`config.mk`:
```
export PLATFORM = sky130hd
export DESIGN_NAME = d_jb_predict_ctrl
export DESIGN_NICKNAME = d
export VERILOG_FILES = /design/src/rtl/d_jb_pkg.sv /design/src/rtl/d_jb_predict_ctrl_bht.sv /design/src/rtl/d_jb_predict_ctrl.sv
export SDC_FILE = /design/constraint.sdc
export NUM_CORES = 1
export LEC_CHECK = 0
export ABC_AREA = 1
export BUFFER_PORTS_ARGS = -buffer_cell sky130_fd_sc_hd__buf_2
export CAP_MARGIN = 30
export CELL_PAD_IN_SITES_DETAIL_PLACEMENT = 2
export CELL_PAD_IN_SITES_GLOBAL_PLACEMENT = 2
export CORE_ASPECT_RATIO = 0.9
export CORE_UTILIZATION = 36
export CTS_CLUSTER_SIZE = 8
export DETAILED_ROUTE_END_ITERATION = 8
export GPL_TIMING_DRIVEN = 0
export PLACE_DENSITY = 0.93
export SETUP_SLACK_MARGIN = 0.5
export SYNTH_ARGS = -nofsm -noshare
export SYNTH_HDL_FRONTEND = slang
export SYNTH_SLANG_ARGS = --single-unit
```
`constraint.sdc`:
```
create_clock -name i_clk -period 5.47 [get_ports i_clk]
set_input_delay 1.094 -clock i_clk [delete_from_list [all_inputs] [get_ports i_clk]]
set_output_delay 1.094 -clock i_clk [all_outputs]
set_load 0.05 [all_outputs]
```
`src/rtl/d_jb_pkg.sv`:
```
// Shared encodings for the decode-stage jump/branch controller and its BHT.
package d_jb_pkg;

  localparam logic [5:0] OP_SPECIAL = 6'b000000;
  localparam logic [5:0] OP_REGIMM  = 6'b000001;
  localparam logic [5:0] OP_J       = 6'b000010;
  localparam logic [5:0] OP_JAL     = 6'b000011;
  localparam logic [5:0] OP_BEQ     = 6'b000100;
  localparam logic [5:0] OP_BNE     = 6'b000101;
  localparam logic [5:0] OP_BLEZ    = 6'b000110;
  localparam logic [5:0] OP_BGTZ    = 6'b000111;
  localparam logic [5:0] FN_JR      = 6'b001000;

  typedef enum logic [2:0] {
    BOP_NONE = 3'b000,
    BOP_BEQ  = 3'b001,
    BOP_BNE  = 3'b010,
    BOP_BLEZ = 3'b011,
    BOP_BGTZ = 3'b100,
    BOP_BLTZ = 3'b101,
    BOP_BGEZ = 3'b110
  } bop_t;

  typedef enum logic [1:0] {
    JMP_SEQ   = 2'b00,
    JMP_J     = 2'b01,
    JMP_JR    = 2'b10,
    JMP_OTHER = 2'b11
  } jump_t;

  typedef enum logic [1:0] {
    IDLE = 2'b00,
    PEND = 2'b01,
    FIX  = 2'b10
  } state_t;

  localparam logic [1:0] RDR_NONE   = 2'b00;
  localparam logic [1:0] RDR_TARGET = 2'b01;
  localparam logic [1:0] RDR_PC4    = 2'b10;

endpackage

```
`src/rtl/d_jb_predict_ctrl_bht.sv`:
```
// Branch history table: saturating counters, one combinational read port and
// one clocked update port. Same-cycle read of the updated index sees the old value.
module d_bht #(
  parameter int IDX_W = 6,
  parameter int CTR_W = 2
) (
  input  logic             i_clk,
  input  logic             i_rst_n,
  input  logic [IDX_W-1:0] i_rd_idx,
  output logic [CTR_W-1:0] o_rd_ctr,
  input  logic             i_wr_en,
  input  logic [IDX_W-1:0] i_wr_idx,
  input  logic             i_wr_taken
);

  localparam int              N        = 2**IDX_W;
  localparam logic [CTR_W-1:0] CTR_ONE = CTR_W'(1);
  localparam logic [CTR_W-1:0] CTR_MAX = '1;

  logic [CTR_W-1:0] r_ctr [N];
  logic [CTR_W-1:0] w_ctr_upd;

  assign o_rd_ctr = r_ctr[i_rd_idx];

  always_comb begin
    w_ctr_upd = r_ctr[i_wr_idx];
    if (i_wr_taken) begin
      if (w_ctr_upd != CTR_MAX) w_ctr_upd = w_ctr_upd + CTR_ONE;
    end else begin
      if (w_ctr_upd != '0) w_ctr_upd = w_ctr_upd - CTR_ONE;
    end
  end

  // Every entry starts weakly not-taken.
  always_ff @(posedge i_clk or negedge i_rst_n) begin
    if (!i_rst_n) begin
      for (int i = 0; i < N; i++) r_ctr[i] <= CTR_ONE;
    end else if (i_wr_en) begin
      r_ctr[i_wr_idx] <= w_ctr_upd;
    end
  end

endmodule

```
`src/rtl/d_jb_predict_ctrl.sv`:
```
// Decode-stage jump/branch controller: decode, BHT prediction and a
// single-outstanding-branch tracker producing stall, flush and redirect.
module d_jb_predict_ctrl
  import d_jb_pkg::*;
#(
  parameter int PC_W      = 32,
  parameter int IDX_W     = 6,
  parameter int CTR_W     = 2,
  parameter int PRED_MODE = 1
) (
  input  logic            i_clk,
  input  logic            i_rst_n,
  input  logic            i_valid,
  input  logic            i_hold,
  input  logic [5:0]      i_instru,
  input  logic [5:0]      i_func,
  input  logic            i_rt,
  input  logic [PC_W-1:0] i_pc,
  input  logic            i_res_valid,
  input  logic            i_res_taken,
  output logic [1:0]      o_jump,
  output logic [2:0]      o_bop,
  output logic            o_aluPC4,
  output logic            o_ifstall,
  output logic            o_pred_taken,
  output logic            o_flush,
  output logic [1:0]      o_redirect,
  output logic            o_busy
);

  localparam logic MODE_PRED = (PRED_MODE != 0);

  bop_t             w_bop;
  jump_t            w_jump;
  logic             w_alupc4;
  logic             w_is_br;
  logic [IDX_W-1:0] w_idx;
  logic [CTR_W-1:0] w_rd_ctr;
  logic             w_pred;
  logic             w_capture;
  logic             w_resolve;
  logic             w_mispred;
  logic             w_fix_flush;
  logic [1:0]       w_fix_redirect;
  logic             w_unused_pc;

  state_t           r_state;
  state_t           w_state_next;
  logic [IDX_W-1:0] r_idx;
  logic             r_pred;
  logic             r_flush;
  logic [1:0]       r_redirect;

  assign w_idx       = i_pc[IDX_W+1:2];
  assign w_unused_pc = ^{i_pc[PC_W-1:IDX_W+2], i_pc[1:0]};

  always_comb begin
    w_bop    = BOP_NONE;
    w_jump   = JMP_SEQ;
    w_alupc4 = 1'b0;
    if (i_valid) begin
      case (i_instru)
        OP_SPECIAL: if (i_func == FN_JR) w_jump = JMP_JR;
        OP_REGIMM:  w_bop = i_rt ? BOP_BGEZ : BOP_BLTZ;
        OP_J:       w_jump = JMP_J;
        OP_JAL:     begin w_jump = JMP_J; w_alupc4 = 1'b1; end
        OP_BEQ:     w_bop = BOP_BEQ;
        OP_BNE:     w_bop = BOP_BNE;
        OP_BLEZ:    w_bop = BOP_BLEZ;
        OP_BGTZ:    w_bop = BOP_BGTZ;
        default:    w_jump = JMP_OTHER;
      endcase
    end
  end

  assign w_is_br  = (w_bop != BOP_NONE);
  assign o_jump   = w_jump;
  assign o_bop    = w_bop;
  assign o_aluPC4 = w_alupc4;

  d_bht #(.IDX_W(IDX_W), .CTR_W(CTR_W)) u_bht (
    .i_clk      (i_clk),
    .i_rst_n    (i_rst_n),
    .i_rd_idx   (w_idx),
    .o_rd_ctr   (w_rd_ctr),
    .i_wr_en    (w_resolve),
    .i_wr_idx   (r_idx),
    .i_wr_taken (i_res_taken)
  );

  assign w_pred    = MODE_PRED & w_rd_ctr[CTR_W-1];
  assign w_resolve = (r_state == PEND) && i_res_valid;
  // Legacy mode predicts not-taken implicitly, so any taken outcome needs a redirect.
  assign w_mispred = MODE_PRED ? (i_res_taken != r_pred) : i_res_taken;

  always_ff @(posedge i_clk or negedge i_rst_n) begin
    if (!i_rst_n) begin
      r_state    <= IDLE;
      r_idx      <= '0;
      r_pred     <= 1'b0;
      r_flush    <= 1'b0;
      r_redirect <= RDR_NONE;
    end else begin
      r_state    <= w_state_next;
      r_flush    <= w_fix_flush;
      r_redirect <= w_fix_redirect;
      if (w_capture) begin
        r_idx  <= w_idx;
        r_pred <= w_pred;
      end
    end
  end

  always_comb begin
    w_state_next = r_state;
    w_capture    = 1'b0;
    case (r_state)
      IDLE: if (w_is_br && !i_hold) begin
        w_capture    = 1'b1;
        w_state_next = PEND;
      end
      PEND: if (i_res_valid) w_state_next = w_mispred ? FIX : IDLE;
      FIX:  w_state_next = IDLE;
      default: w_state_next = IDLE;
    endcase
  end

  always_comb begin
    o_ifstall      = 1'b0;
    o_pred_taken   = 1'b0;
    w_fix_flush    = 1'b0;
    w_fix_redirect = RDR_NONE;
    if (r_state == IDLE) begin
      o_ifstall    = w_is_br && !MODE_PRED;
      o_pred_taken = w_is_br && w_pred;
    end else begin
      o_ifstall = w_is_br;
    end
    if (w_resolve && w_mispred) begin
      w_fix_flush    = MODE_PRED;
      w_fix_redirect = (MODE_PRED && !i_res_taken) ? RDR_PC4 : RDR_TARGET;
    end
  end

  assign o_flush    = r_flush;
  assign o_redirect = r_redirect;
  assign o_busy     = (r_state != IDLE);

endmodule

```
# Word level (Yosys, flattened, before mapping)
# Cells that the tools add are included.
dict set report word_totals {
  ff_bits 140
  output_inout_bits 12
  inputBits 51
  word_cells 134
}
dict set report op_classes {
  n_eq_ne 13
  n_bitwise 2
  reduce_logical 14
  n_addsub 2
  magnitude_cmp 3
  mux 31
}
# operator count
set ops {}
lappend ops {{$bwmux 128} 1}
lappend ops {{$mux 2} 16}
lappend ops {{$bmux 2 s6} 2}
lappend ops {{$eq 6x3->1 const B} 4}
lappend ops {{$pmux 3 s5} 1}
lappend ops {{$ge 7x7->1 const B} 2}
lappend ops {{$not 6->7} 2}
lappend ops {{$demux 2 s6} 1}
lappend ops {{$eq 6x2->1 const B} 2}
lappend ops {{$lt 7x1->1 const B} 1}
lappend ops {{$mux 1} 7}
lappend ops {{$eq 6x1->1 const B} 1}
lappend ops {{$eq 6x4->1 const B} 1}
lappend ops {{$logic_not 6->1} 1}
lappend ops {{$ne 2x2->1 const B} 3}
lappend ops {{$pmux 2 s3} 1}
lappend ops {{$logic_and 1x1->1} 5}
lappend ops {{$reduce_or 5->1} 1}
lappend ops {{$pmux 2 s2} 1}
lappend ops {{$reduce_bool 2->1} 2}
lappend ops {{$mux 3} 1}
lappend ops {{$reduce_bool 3->1} 1}
lappend ops {{$add 2x1->2 const B} 1}
lappend ops {{$eq 2x1->1 const B} 1}
lappend ops {{6 further kinds} 6}

# Logic depth before layout (Yosys ltp)
dict set report logic_depth {
  depth_word 8
  depth_mapped 18
  mapped_depth_nobuf 16
}

# Cells and area by module
# From an unflattened synthesis, not the netlist that was laid out.
dict set report unflattened {
  hier_cells 1433
  area_unflattened_um2 9064.9
}
# mod n_inst seq_area_each_um2 area_per_inst_um2 cells_each
set by_module_without_submodules {}
lappend by_module_without_submodules {d_bht 1 3283.1 8356.8 1342}
lappend by_module_without_submodules {d_jb_predict_ctrl 1 300.3 708.2 91}

# Worst setup path after synthesis
# No wires, ideal clock.
dict set report synth_path {
  path_type {input port to output port}
  startpoint {input i_pc[2]}
  endpoint {output o_pred_taken}
  arrival_time_ps 2884
  slack_ps 1492
  n_path_buf 2
  cell_stages 12
  path_cell_list {clkbuf_1 > buf_1 > a21oi_1 > o21ai_0 > nand3_1 > nand2_1 > nand2_1 > nand3_1 > nand3_1 > nand2_1 > nand2_1 > nor2_1}
}
dict set report synth_between {
  elab_chain_cells 6
}
# element line
set synth_rtl {}
lappend synth_rtl {{start: declaration} d_jb_predict_ctrl.sv:18} ;# input logic [PC_W-1:0] i_pc,
lappend synth_rtl {{$not 6->7 (implied by the code)} d_jb_predict_ctrl_bht.sv:23} ;# assign o_rd_ctr = r_ctr[i_rd_idx];
lappend synth_rtl {{$bmux 2 s6} d_jb_predict_ctrl_bht.sv:23}
lappend synth_rtl {{$mux 2 (implied by the code) (2 in a row)} d_jb_predict_ctrl_bht.sv:23}
lappend synth_rtl {{$logic_and 1x1->1} d_jb_predict_ctrl.sv:135} ;# o_pred_taken = w_is_br && w_pred;
lappend synth_rtl {{$mux 1} d_jb_predict_ctrl.sv:133} ;# if (r_state == IDLE) begin
lappend synth_rtl {{end: declaration} d_jb_predict_ctrl.sv:25} ;# output logic o_pred_taken,
# Every way passes these cells. The select of a mux whose other input is x is not followed.

# Worst setup path in the final report
# Ends and elaborated chain as after synthesis.

==> results.yml <==
clock_tree:
  cts_tree: "built"
  clock-sinks: 140
  clk_pin_slew_ps: 60
  cts_buffers: 17
  cts_buffer_depth: 2
  postCtsHoldBufs: 0
  clk_latency_ps: 470
  cts_max_level: 4
  cts-resized-gates: 0
  root_buffer: "clkbuf_16"
  cts_setup_buffers: 0
power_and_ir_drop:
  power_frac_comb_pct: 31.2
  leakagePower_uw: 0.00480
  p_seq_share_pct: 31.7
  vdd_drop_max_mv: 0.228
  p_total_uw: 3500
  power.density_nw_per_um2: 367
  netSwitchingPower_uw: 1420
  p_int_uw: 2080
  p_sw_share_pct: 40.6
  clkPwrFrac_pct: 37.1
min_path:
  hp-class: "reg2reg"
  hold_depth: 2
  min_from: "u_bht.r_ctr[40]$_DFFE_PN1P_"
  whs_endpoint: "u_bht.r_ctr[40]$_DFFE_PN1P_"
sta:
  setup_viol: 0
  worstMarginPinSlew_ps: 1000
  fmax_ghz: 0.205
  relSlewSlack_pct: 33.2
  drv_slew: 0
  finalCriticalPeriod_ps: 4880
  fin_crit_sh_pct: 89.2
  final_hold_viol_count: 0
  setup_tns_ps: 0
  fin_worst_skew_ps: 13.1
  rsz0062_at_grt: "false"
logic_synthesis:
  yosys.area_share.simple_pct: 41.0
  synth_cell_types: 26
  yosysSeqAreaShare_pct: 43.0
  synth_compound_area_share_pct: 5.12
  synth-xor-area-share_pct: 0.105
  synth_area_per_cell_um2: 6.49
  synth-seq-cells: 140
  synth.area.mux_share_pct: 0
  netlist_instances: 1283
  ys_warn_count: 0
  syn-cell-area_um2: 8330
  synth_adder_area_share_pct: 0
  synth_top_family_by_area: "simple AND/OR/NAND/NOR gates"
  synth_nets: 1334
global_routing:
  grt_pass1_wl_mm: 64.3
  antenna_found_initial: 0
  overflow: 0
  grt_start_max_net_pins: 74
  grt_pass1_vias: 10600
  grt_usage_pct: 37.0
worst_setup_path:
  r2r-end: "u_bht.r_ctr[53]$_DFFE_PN0P_"
  crit_fanout: 10
  critPathArrivalTime_ps: 3780
  critPathCaptureType: "primary output"
  required_ps: 4380
  start_kind: "input port"
  r2r_setup_slack_ps: 2330
  reg2reg_depth: 15
  crit_type: "in2out"
  r2r-start: "r_idx[1]$_DFFE_PN0P_"
drt:
  drtIter0Drc: 759
  final_antenna_net_count: 0
  wl_per_cell_um: 25.6
  drc: 0
  wirelength_mm: 42.1
  via_count: 9390
  drt_first_pass_iters: 5
  viasPerCell: 5.70
floorplanning:
  die_area_um2: 23800
  fp.dieW_um: 162
  io_pins: 63
  core-area_um2: 22600
  std_cell_rows: 52
  start_util_pct: 36.9
  die_h_um: 146
cells_and_area:
  nets: 1388
  nFillCells: 2725
  layout_common_cells: "615 x nand2_1, 156 x inv_1, 122 x nand3_1, 90 x nor2_1, 76 x dfrtp_1"
  syn_to_final_growth_pct: 14.3
  drive_gt1_share_pct: 13.3
  final_util_pct: 42.2
  final_common_cell: "nand2_1"
  num_antenna_cells: 0
placed_design:
  hpwl_mm: 26.1
  io_buffers: 34
  gp_congestion: 0.963
run:
  cap_violations: 0
run_status:
  status: "completed"
power groups by stage:
stage / clock [uW] / sequential, uW / combinational (uW)
after floorplan: 0 / 1120 / 583
after detailed placement: 0 / 1120 / 1020
final: 1300 / 1110 / 1090
after global placement: 0 / 1120 / 982
after CTS: 1310 / 1110 / 1060
after global routing: 1340 / 1110 / 1130
worst max path at each step:
| stage | slack (ps) | depth (start not counted) | end | start |
|---|---|---|---|---|
| after floorplan | 1490 | 12 | o_pred_taken | i_pc[2] |
| after global placement | 940 | 13 | o_pred_taken | i_pc[2] |
| after detailed placement | 880 | 13 | o_pred_taken | i_pc[2] |
| after CTS | 760 | 13 | o_pred_taken | i_pc[2] |
| after global routing | 580 | 13 | o_pred_taken | i_pc[2] |
| final | 590 | 13 | o_pred_taken | i_pc[2] |
per-stage QoR:
stage	setup WS [ps]	instances	instance area [um2]	hold WS, ps
2_1_floorplan	1490	1283	8330	447
3_3_place_gp	943	1614	8870	453
3_5_place_dp	878	1615	8910	458
4_1_cts	762	1646	9530	472
5_1_grt	581	1646	9530	483
6_report	592	1646	9530	467
routing by layer:
layer	up-vias	track usage, %	share of wire (%)
met3	179	9.49	7.1
li1	4022	-	-
met4	0	23.2	6.3
met5	-	0	0
met1	4748	44.3	40
met2	441	59.1	46
area by class of cell:
class	count	area (um2)	share of cell area (%)
sequential	140	3580	37.6
timing repair buffer	35	204	2.14
clock buffer	17	425	4.47
tap	297	372	3.90
inverter	161	604	6.34
multi-input combinational	933	3850	40.4
buffer	49	297	3.11
clock inverter	14	194	2.04
registers in the layout (all words and copies together), names as in the netlist:
register,flops
o_redirect,2
r_pred,1
r_idx,6
o_flush,1
r_state,2
u_bht.r_ctr,128
cells in the mapped netlist:
| library cell | instances | area, um2 |
|---|---|---|
| buf_2 | 21 | 105 |
| inv_1 | 156 | 586 |
| nand2_2 | 1 | 6.26 |
| nand2_4 | 2 | 22.5 |
| buf_4 | 9 | 67.6 |
| inv_2 | 5 | 18.8 |
| nand4_1 | 6 | 37.5 |
| buf_1 | 3 | 11.3 |
| nand3_1 | 122 | 611 |
| nor3_1 | 10 | 50.1 |
| nor2_1 | 90 | 338 |
| o21ai_1 | 6 | 30.0 |
| nor4_1 | 1 | 6.26 |
| o21ai_0 | 34 | 170 |
| nand3b_1 | 1 | 7.51 |
| a211oi_1 | 2 | 15.0 |
| nand2_1 | 615 | 2310 |
| buf_6 | 7 | 78.8 |
| dfrtp_1 | 76 | 1900 |
| dfstp_2 | 64 | 1680 |
| o211ai_1 | 7 | 52.6 |
| clkbuf_1 | 9 | 33.8 |
| a21oi_1 | 30 | 150 |
| a32oi_1 | 1 | 8.76 |
| xnor2_1 | 1 | 8.76 |
| nor2_2 | 4 | 25.0 |
critical path, stage by stage:
cell	delay [ps]
clkbuf_1	520
buf_1	660
a21oi_1	200
o21ai_0	160
nand3_1	210
nand2_1	150
nand2_1	70
nand3_1	70
nand3_1	70
nand2_1	160
nand2_1	70
nor2_1	80
buf_2	260
logic make-up after synthesis:
family	count (synthesis)
and+or+nand+nor	852
DFF	140
buffers and inverters	210
AOI/OAI and AO/OA	80
xor gates and xnor gates	1
Note: power is estimated with default switching activity, not from simulation.
